File: src/rtl/unary_stream_encoder_pkg.sv
// Shared types and helpers for the streaming unary (level-code) encoder.
package unary_encoder_pkg;

    // Code style applied to the stored level.
    typedef enum logic [1:0] {
        UNARY_THERMO     = 2'd0,
        UNARY_THERMO_INV = 2'd1,
        UNARY_ONEHOT     = 2'd2,
        UNARY_RSVD       = 2'd3
    } unary_mode_e;

    // Burst controller states.
    typedef enum logic {
        IDLE = 1'b0,
        EMIT = 1'b1
    } state_e;

    // Width of the chunk index; a single-chunk code still gets a 1-bit index.
    function automatic int idx_width(input int num_chunks);
        return (num_chunks > 1) ? $clog2(num_chunks) : 1;
    endfunction

endpackage

File: src/rtl/unary_stream_encoder_if.sv
// Input handshake plus chunked output stream of the unary encoder.
// Signal names are as seen from the encoder (the slave side).
interface unary_stream_encoder_if #(
    parameter int INPUT_WIDTH = 7,
    parameter int CHUNK_WIDTH = 32,
    parameter int IDX_WIDTH   = 2
);
    import unary_encoder_pkg::*;

    logic                   valid_i;
    logic                   ready_o;
    logic [INPUT_WIDTH-1:0] value_i;
    unary_mode_e            mode_i;
    logic                   valid_o;
    logic                   ready_i;
    logic [CHUNK_WIDTH-1:0] chunk_o;
    logic [IDX_WIDTH-1:0]   chunk_idx_o;
    logic                   last_o;

    // Encoder side.
    modport slave (
        input  valid_i, value_i, mode_i, ready_i,
        output ready_o, valid_o, chunk_o, chunk_idx_o, last_o
    );

    // Producer/consumer side.
    modport master (
        output valid_i, value_i, mode_i, ready_i,
        input  ready_o, valid_o, chunk_o, chunk_idx_o, last_o
    );

endinterface

File: src/rtl/unary_stream_encoder_chunk_gen.sv
// Combinational generator for one CHUNK_WIDTH slice of the level code.
// Each output bit compares its absolute code position against the
// saturated level, so the full code vector never exists in hardware.
module unary_chunk_gen
    import unary_encoder_pkg::*;
#(
    parameter int INPUT_WIDTH  = 7,
    parameter int OUTPUT_WIDTH = 128,
    parameter int CHUNK_WIDTH  = 32,
    parameter int IDX_WIDTH    = 2
) (
    input  logic [INPUT_WIDTH-1:0] value,
    input  unary_mode_e            mode,
    input  logic [IDX_WIDTH-1:0]   idx,
    output logic [CHUNK_WIDTH-1:0] chunk
);
    // Wide enough for both the raw value (plus one) and any code position.
    localparam int OW_BITS = $clog2(OUTPUT_WIDTH) + 1;
    localparam int CMP_W   = (INPUT_WIDTH + 1 > OW_BITS) ? INPUT_WIDTH + 1 : OW_BITS;

    localparam logic [CMP_W-1:0] MAX_LEVEL  = CMP_W'(OUTPUT_WIDTH - 1);
    localparam logic [CMP_W-1:0] CHUNK_STEP = CMP_W'(CHUNK_WIDTH);

    logic [CMP_W-1:0] value_ext;
    logic [CMP_W-1:0] level;
    logic [CMP_W-1:0] base;

    assign value_ext = CMP_W'(value);
    // Values past the end of the code clamp to the top position.
    assign level     = (value_ext > MAX_LEVEL) ? MAX_LEVEL : value_ext;
    assign base      = CMP_W'(idx) * CHUNK_STEP;

    generate
        for (genvar gi = 0; gi < CHUNK_WIDTH; gi++) begin : g_bit
            localparam logic [CMP_W-1:0] BIT_OFS = CMP_W'(gi);
            logic [CMP_W-1:0] pos;
            assign pos = base + BIT_OFS;

            // Select this bit's value according to the code style.
            always_comb begin
                chunk[gi] = 1'b0;
                case (mode)
                    UNARY_THERMO:     chunk[gi] = (pos <= level);
                    UNARY_THERMO_INV: chunk[gi] = !(pos <= level);
                    UNARY_ONEHOT:     chunk[gi] = (pos == level);
                    default:          chunk[gi] = 1'b0;
                endcase
            end
        end
    endgenerate

endmodule

File: src/rtl/unary_stream_encoder.sv
// Streaming unary encoder: accepts one level per handshake and emits its
// OUTPUT_WIDTH-bit code as NUM_CHUNKS beats. Only value and mode are stored;
// each beat is regenerated from them and the chunk index.
module unary_stream_encoder
    import unary_encoder_pkg::*;
#(
    parameter int INPUT_WIDTH  = 7,
    parameter int OUTPUT_WIDTH = 2 ** INPUT_WIDTH,
    parameter int CHUNK_WIDTH  = 32
) (
    input  logic clk_i,
    input  logic rst_i,
    input  logic clear_i,
    unary_stream_encoder_if.slave bus
);
    // OUTPUT_WIDTH must be a non-zero multiple of CHUNK_WIDTH.
    localparam int NUM_CHUNKS = OUTPUT_WIDTH / CHUNK_WIDTH;
    localparam int IDX_W      = idx_width(NUM_CHUNKS);
    localparam logic [IDX_W-1:0] LAST_IDX = IDX_W'(NUM_CHUNKS - 1);

    state_e                 state_reg, state_next;
    logic [IDX_W-1:0]       idx_reg, idx_next;
    logic [INPUT_WIDTH-1:0] value_reg, value_next;
    unary_mode_e            mode_reg, mode_next;

    logic                   emit_valid;
    logic                   is_last;
    logic                   last_accept;
    logic                   in_ready;
    logic                   in_accept;
    logic [CHUNK_WIDTH-1:0] gen_chunk;

    assign emit_valid  = (state_reg == EMIT);
    assign is_last     = emit_valid && (idx_reg == LAST_IDX);
    assign last_accept = is_last && bus.ready_i;
    // Ready during the accepted last beat lets a new level follow with no
    // bubble; clear drops anything offered in the same cycle.
    assign in_ready    = !clear_i && ((state_reg == IDLE) || last_accept);
    assign in_accept   = bus.valid_i && in_ready;

    // Next-state, index and operand capture for the burst controller.
    always_comb begin
        state_next = state_reg;
        idx_next   = idx_reg;
        value_next = value_reg;
        mode_next  = mode_reg;
        if (clear_i) begin
            state_next = IDLE;
            idx_next   = '0;
            value_next = '0;
            mode_next  = UNARY_THERMO;
        end else if (in_accept) begin
            state_next = EMIT;
            idx_next   = '0;
            value_next = bus.value_i;
            mode_next  = bus.mode_i;
        end else if (emit_valid && bus.ready_i) begin
            if (is_last) begin
                state_next = IDLE;
                idx_next   = '0;
            end else begin
                idx_next = idx_reg + IDX_W'(1);
            end
        end
    end

    // Register update with synchronous reset.
    always_ff @(posedge clk_i) begin
        if (rst_i) begin
            state_reg <= IDLE;
            idx_reg   <= '0;
            value_reg <= '0;
            mode_reg  <= UNARY_THERMO;
        end else begin
            state_reg <= state_next;
            idx_reg   <= idx_next;
            value_reg <= value_next;
            mode_reg  <= mode_next;
        end
    end

    unary_chunk_gen #(
        .INPUT_WIDTH  (INPUT_WIDTH),
        .OUTPUT_WIDTH (OUTPUT_WIDTH),
        .CHUNK_WIDTH  (CHUNK_WIDTH),
        .IDX_WIDTH    (IDX_W)
    ) u_chunk_gen (
        .value (value_reg),
        .mode  (mode_reg),
        .idx   (idx_reg),
        .chunk (gen_chunk)
    );

    assign bus.ready_o     = in_ready;
    assign bus.valid_o     = emit_valid;
    assign bus.last_o      = is_last;
    assign bus.chunk_idx_o = idx_reg;
    // Chunk is zero whenever no beat is being offered.
    assign bus.chunk_o     = emit_valid ? gen_chunk : '0;

endmodule

File: src/flat_wrapper.sv
// flat-port wrapper written by rule: the top's interface ports become plain ports
module unary_stream_encoder_flat import unary_encoder_pkg::*;
#(
    parameter int INPUT_WIDTH  = 7,
    parameter int OUTPUT_WIDTH = 2 ** INPUT_WIDTH,
    parameter int CHUNK_WIDTH  = 32
)
  (clk_i, rst_i, clear_i, bus_valid_i, bus_value_i, bus_mode_i, bus_ready_i, bus_ready_o, bus_valid_o, bus_chunk_o, bus_chunk_idx_o, bus_last_o);
  unary_stream_encoder_if #(.INPUT_WIDTH(INPUT_WIDTH), .CHUNK_WIDTH(CHUNK_WIDTH), .IDX_WIDTH(2)) bus_i ();
  input  logic clk_i;
  input  logic rst_i;
  input  logic clear_i;
  input wire logic [$bits(bus_i.valid_i)-1:0] bus_valid_i;
  input wire logic [$bits(bus_i.value_i)-1:0] bus_value_i;
  input wire logic [$bits(bus_i.mode_i)-1:0] bus_mode_i;
  input wire logic [$bits(bus_i.ready_i)-1:0] bus_ready_i;
  output wire logic [$bits(bus_i.ready_o)-1:0] bus_ready_o;
  output wire logic [$bits(bus_i.valid_o)-1:0] bus_valid_o;
  output wire logic [$bits(bus_i.chunk_o)-1:0] bus_chunk_o;
  output wire logic [$bits(bus_i.chunk_idx_o)-1:0] bus_chunk_idx_o;
  output wire logic [$bits(bus_i.last_o)-1:0] bus_last_o;
  assign bus_i.valid_i = bus_valid_i;
  assign bus_i.value_i = bus_value_i;
  assign bus_i.mode_i = bus_mode_i;
  assign bus_i.ready_i = bus_ready_i;
  assign bus_ready_o = bus_i.ready_o;
  assign bus_valid_o = bus_i.valid_o;
  assign bus_chunk_o = bus_i.chunk_o;
  assign bus_chunk_idx_o = bus_i.chunk_idx_o;
  assign bus_last_o = bus_i.last_o;
  unary_stream_encoder #(.INPUT_WIDTH(INPUT_WIDTH), .OUTPUT_WIDTH(OUTPUT_WIDTH), .CHUNK_WIDTH(CHUNK_WIDTH)) u_core (.clk_i(clk_i), .rst_i(rst_i), .clear_i(clear_i), .bus(bus_i));
endmodule
File: config.mk
export PLATFORM = sky130hd
export DESIGN_NAME = unary_stream_encoder_flat
export DESIGN_NICKNAME = d
export VERILOG_FILES = /design/src/rtl/unary_stream_encoder_pkg.sv /design/src/rtl/unary_stream_encoder_if.sv /design/src/rtl/unary_stream_encoder_chunk_gen.sv /design/src/rtl/unary_stream_encoder.sv /design/src/flat_wrapper.sv
export SDC_FILE = /design/constraint.sdc
export NUM_CORES = 1
export LEC_CHECK = 0
export ABC_CLOCK_PERIOD_IN_PS = 2400
export BUFFER_PORTS_ARGS = -buffer_cell sky130_fd_sc_hd__buf_4
export CORE_MARGIN = 5
export CORE_UTILIZATION = 54
export DETAILED_ROUTE_END_ITERATION = 10
export GPL_TIMING_DRIVEN = 0
export HOLD_SLACK_MARGIN = 0.02
export PLACE_DENSITY = 0.82
export SLEW_MARGIN = 20
export SYNTH_ARGS = -nofsm -noshare
export SYNTH_HDL_FRONTEND = slang
export SYNTH_SLANG_ARGS = --single-unit
export TNS_END_PERCENT = 1
File: constraint.sdc
create_clock -name clk_i -period 2.4 [get_ports clk_i]
set_input_delay 0.36 -clock clk_i [delete_from_list [all_inputs] [get_ports clk_i]]
set_output_delay 0.36 -clock clk_i [all_outputs]
set_load 0.005 [all_outputs]
==> qor.yml <==
clock_tree:
  h-tree-depth: 1
  cts_sinks: 12
  cts-root-buf: "clkbuf_4"
  cts_tree: "done"
  clk_latency_ns: 0.27
  clk_pin_slew_worst_paths_ns: 0.07
  numCtsBuffers: 3
  cts.path.max_buffers: 2
synthesis:
  synthArstFlopShare: 0
  ys_seq_area_frac: 0.125
  syn_avg_cell_area_um2: 6.56
  synth_area_leader_cell: "dfxtp_1"
  ys_warn_count: 0
  ys_ff_latch: 12
  synth_nets: 311
  syn_area_um2: 1920
  postSynthCellCount: 293
  synth.area.top_cells: "dfxtp_1, nor2_1, a21oi_1"
  synth_enable_flop_cells: 0
  synth_cell_types: 59
  synth_top_area_share: 0.125
  synth-main-ff-cell: "dfxtp_1"
worst_setup_path:
  cp_cell_sequence: "clkbuf_2 > ha_4 > nand2_1 > or4_4 > or2_1 > nor3b_1 > o21a_1 > buf_4"
  crit_path_max_incr_delay_ns: 0.48
  required_ns: 2.04
  crit_slowest_cell: "or4_4"
  cp_max_fo: 6
  worstPathBufferInverterCount: 2
  start_kind: "flop"
  critPathKind: "reg2out"
  cp-end-kind: "output port"
  critPathArrivalTime_ns: 2.27
  critical_path.top_delay_family: "simple AND/OR/NAND/NOR gates"
global_route:
  grt_pass1_vias: 2446
  overflow: 0
  antenna_found_initial: 0
  grt_max_degree: 11
  grt_first_pass_wirelength_mm: 12.4
  grt_usage: 0.309
routing:
  firstDrtPassIters: 5
  dr_total_vias: 2638
  drc: 0
  wl_per_cell_um: 19.7
  post_drt_via_cell_ratio: 6.56
  drtIter0Drc: 430
  routed_wl_mm: 7.93
  ant_nets: 0
status:
  status: "complete, but fails checks"
  violations: "negative setup slack"
finish:
  final_nets: 376
  layout-area-overhead-vs-synth_pct: 42.9
  antenna_cells: 0
  drive_above_1_share: 0.393
  final_area_um2: 2750
  largest_reg_flops: 7
sta:
  setup_ws_ns: -0.228
  fin_worst_skew_ns: 0.000572
  setup_viol: 29
  fin_crit_ns: 2.63
  grt_setup_unrepaired: "true"
  finalHoldViolCount: 0
  fmax_mhz: 380
  tightest_slew_ns: 0.492
  slew_headroom: 0.672
  maxSlewViolCount: 0
  fin_crit_sh: 1.10
power:
  total_power_mw: 0.619
  ir_drop_v: 0.000390
  p_leak_nw: 1.14
  p_per_area_nw_per_um2: 225
worst_hold_path:
  min_path_type: "in2reg"
floorplanning:
  core-area_um2: 3390
  fp.dieH_um: 69.7
  die-area_um2: 4850
  die_x_um: 69.7
  ios: 51
  start_util: 0.567
  num_rows: 21
place:
  pre_cts_slack_ns: -0.360
  place_congestion: 0.957
  dpl-instance-area_um2: 2350
  port-buffer-count: 50
  dpl.hpwl_mm: 5.39
run:
  maxCapViolCount: 0
==> report_power, final <==
group          switching [mW]  total (mW)  leakage [nW]  internal (mW)
registers             0.00547       0.207        0.0998          0.201
logic                   0.160       0.293          1.03          0.133
clock network          0.0606       0.119        0.0138         0.0581
total                   0.226       0.619          1.14          0.393
==> worst register-to-register path, cell delays in order (launching register included) <==
cell and delay, ns:
dfxtp_4 0.35, buf_4 0.14, ha_1 0.23, a21boi_0 0.13
nor2_1 0.15, and2_1 0.18, buf_2 0.27, mux2i_1 0.24
nor2_1 0.06
==> synth_stat cells, drive strengths merged (6+ instances only) <==
cell type	n
a21oi	24
and3	8
buf	16
clkbuf	14
dfxtp	12
inv	7
mux2i	11
nand2	23
nand3	10
nor2	35
nor3	23
o21a	6
o21ai	21
o22ai	7
xnor2	7
==> kinds of logic (layout without fill, tap and decap cells) <==
family | count (synthesis) | count (layout) | synth area share
multiplexers | 11 | 11 | 0.0573
AND/OR/NAND/NOR | 132 | 132 | 0.361
AO/OA/AOI/OAI | 89 | 89 | 0.300
flip-flops | 12 | 12 | 0.125
buffers and inverters | 37 | 100 | 0.0944
XOR/XNOR | 8 | 8 | 0.0365
adder cells (fa/ha/maj) | 4 | 4 | 0.0260
==> routing by layer <==
| layer | GRT usage | share of wire |
|---|---|---|
| met5 | 0 | 0 |
| met4 | 0.143 | 0.030 |
| met3 | 0.0377 | 0.11 |
| met2 | 0.503 | 0.46 |
| met1 | 0.403 | 0.40 |
==> final timing paths <==
path / endpoint / cells after the start / from / slack, ns
setup / recovery: bus_chunk_o[4] / 8 / u_core.value_reg[5] / -0.23
hold / removal: u_core.bus.valid_o / 3 / bus_valid_i / 0.31
setup reg to reg: u_core.value_reg[5] / 8 / u_core.bus.chunk_idx_o[0] / 0.52
hold reg to reg: u_core.value_reg[6] / 2 / u_core.value_reg[6] / 0.52
==> layout by cell type, fill, tap and decap left out, types with 3 or more instances in the layout <==
| master | n |
|---|---|
| a21oi_2 | 5 |
| nand2_2 | 4 |
| o21a_1 | 6 |
| buf_4 | 60 |
| nor3_1 | 14 |
| o21ai_0 | 12 |
| clkbuf_4 | 5 |
| o21ai_1 | 8 |
| and2_1 | 4 |
| and3_1 | 7 |
| a21boi_0 | 3 |
| nand3_1 | 7 |
| or3_1 | 4 |
| nor3_2 | 7 |
| o32ai_1 | 3 |
| nand2_1 | 18 |
| nor2_4 | 3 |
| buf_2 | 5 |
| clkbuf_2 | 7 |
| nor2_2 | 3 |
| xnor2_1 | 7 |
| inv_1 | 6 |
| a21oi_1 | 18 |
| nor2_1 | 29 |
| nor3b_1 | 4 |
| buf_6 | 8 |
| dfxtp_1 | 8 |
| o22ai_1 | 7 |
| mux2i_1 | 11 |
| clkbuf_1 | 6 |
| a31oi_1 | 4 |
| a211o_1 | 3 |
==> metrics by stage <==
step | instances | setup TNS [ns] | hold slack (ns) | util
CTS | 402 | -2.34 | 0.307 | 0.773
detailed placement | 389 | -2.45 | 0.513 | 0.695
global route | 402 | -5.45 | 0.319 | 0.810
finish | 402 | -3.01 | 0.310 | 0.810
global placement | 389 | -1.55 | 0.476 | 0.695
floorplan | 293 | 0 | 0.460 | -
==> cell type report <==
cell class | instances | area, µm²
multi-input cells | 244 | 1720
inverters | 7 | 26.3
flip-flops and latches | 12 | 250
fillers | 253 | 643
plain buffers | 29 | 206
clock buffers | 3 | 22.5
well taps | 46 | 57.6
repair buffers | 61 | 462
==> timing repair <==
action                     CTS  global route
hold buffers                 0             0
setup endpoints to repair   32            33
cloned                       0             0
pin swaps                   16             9
gates resized for setup     51            42
buffers inserted            11             0
Note: power is estimated with default switching activity, not from simulation.
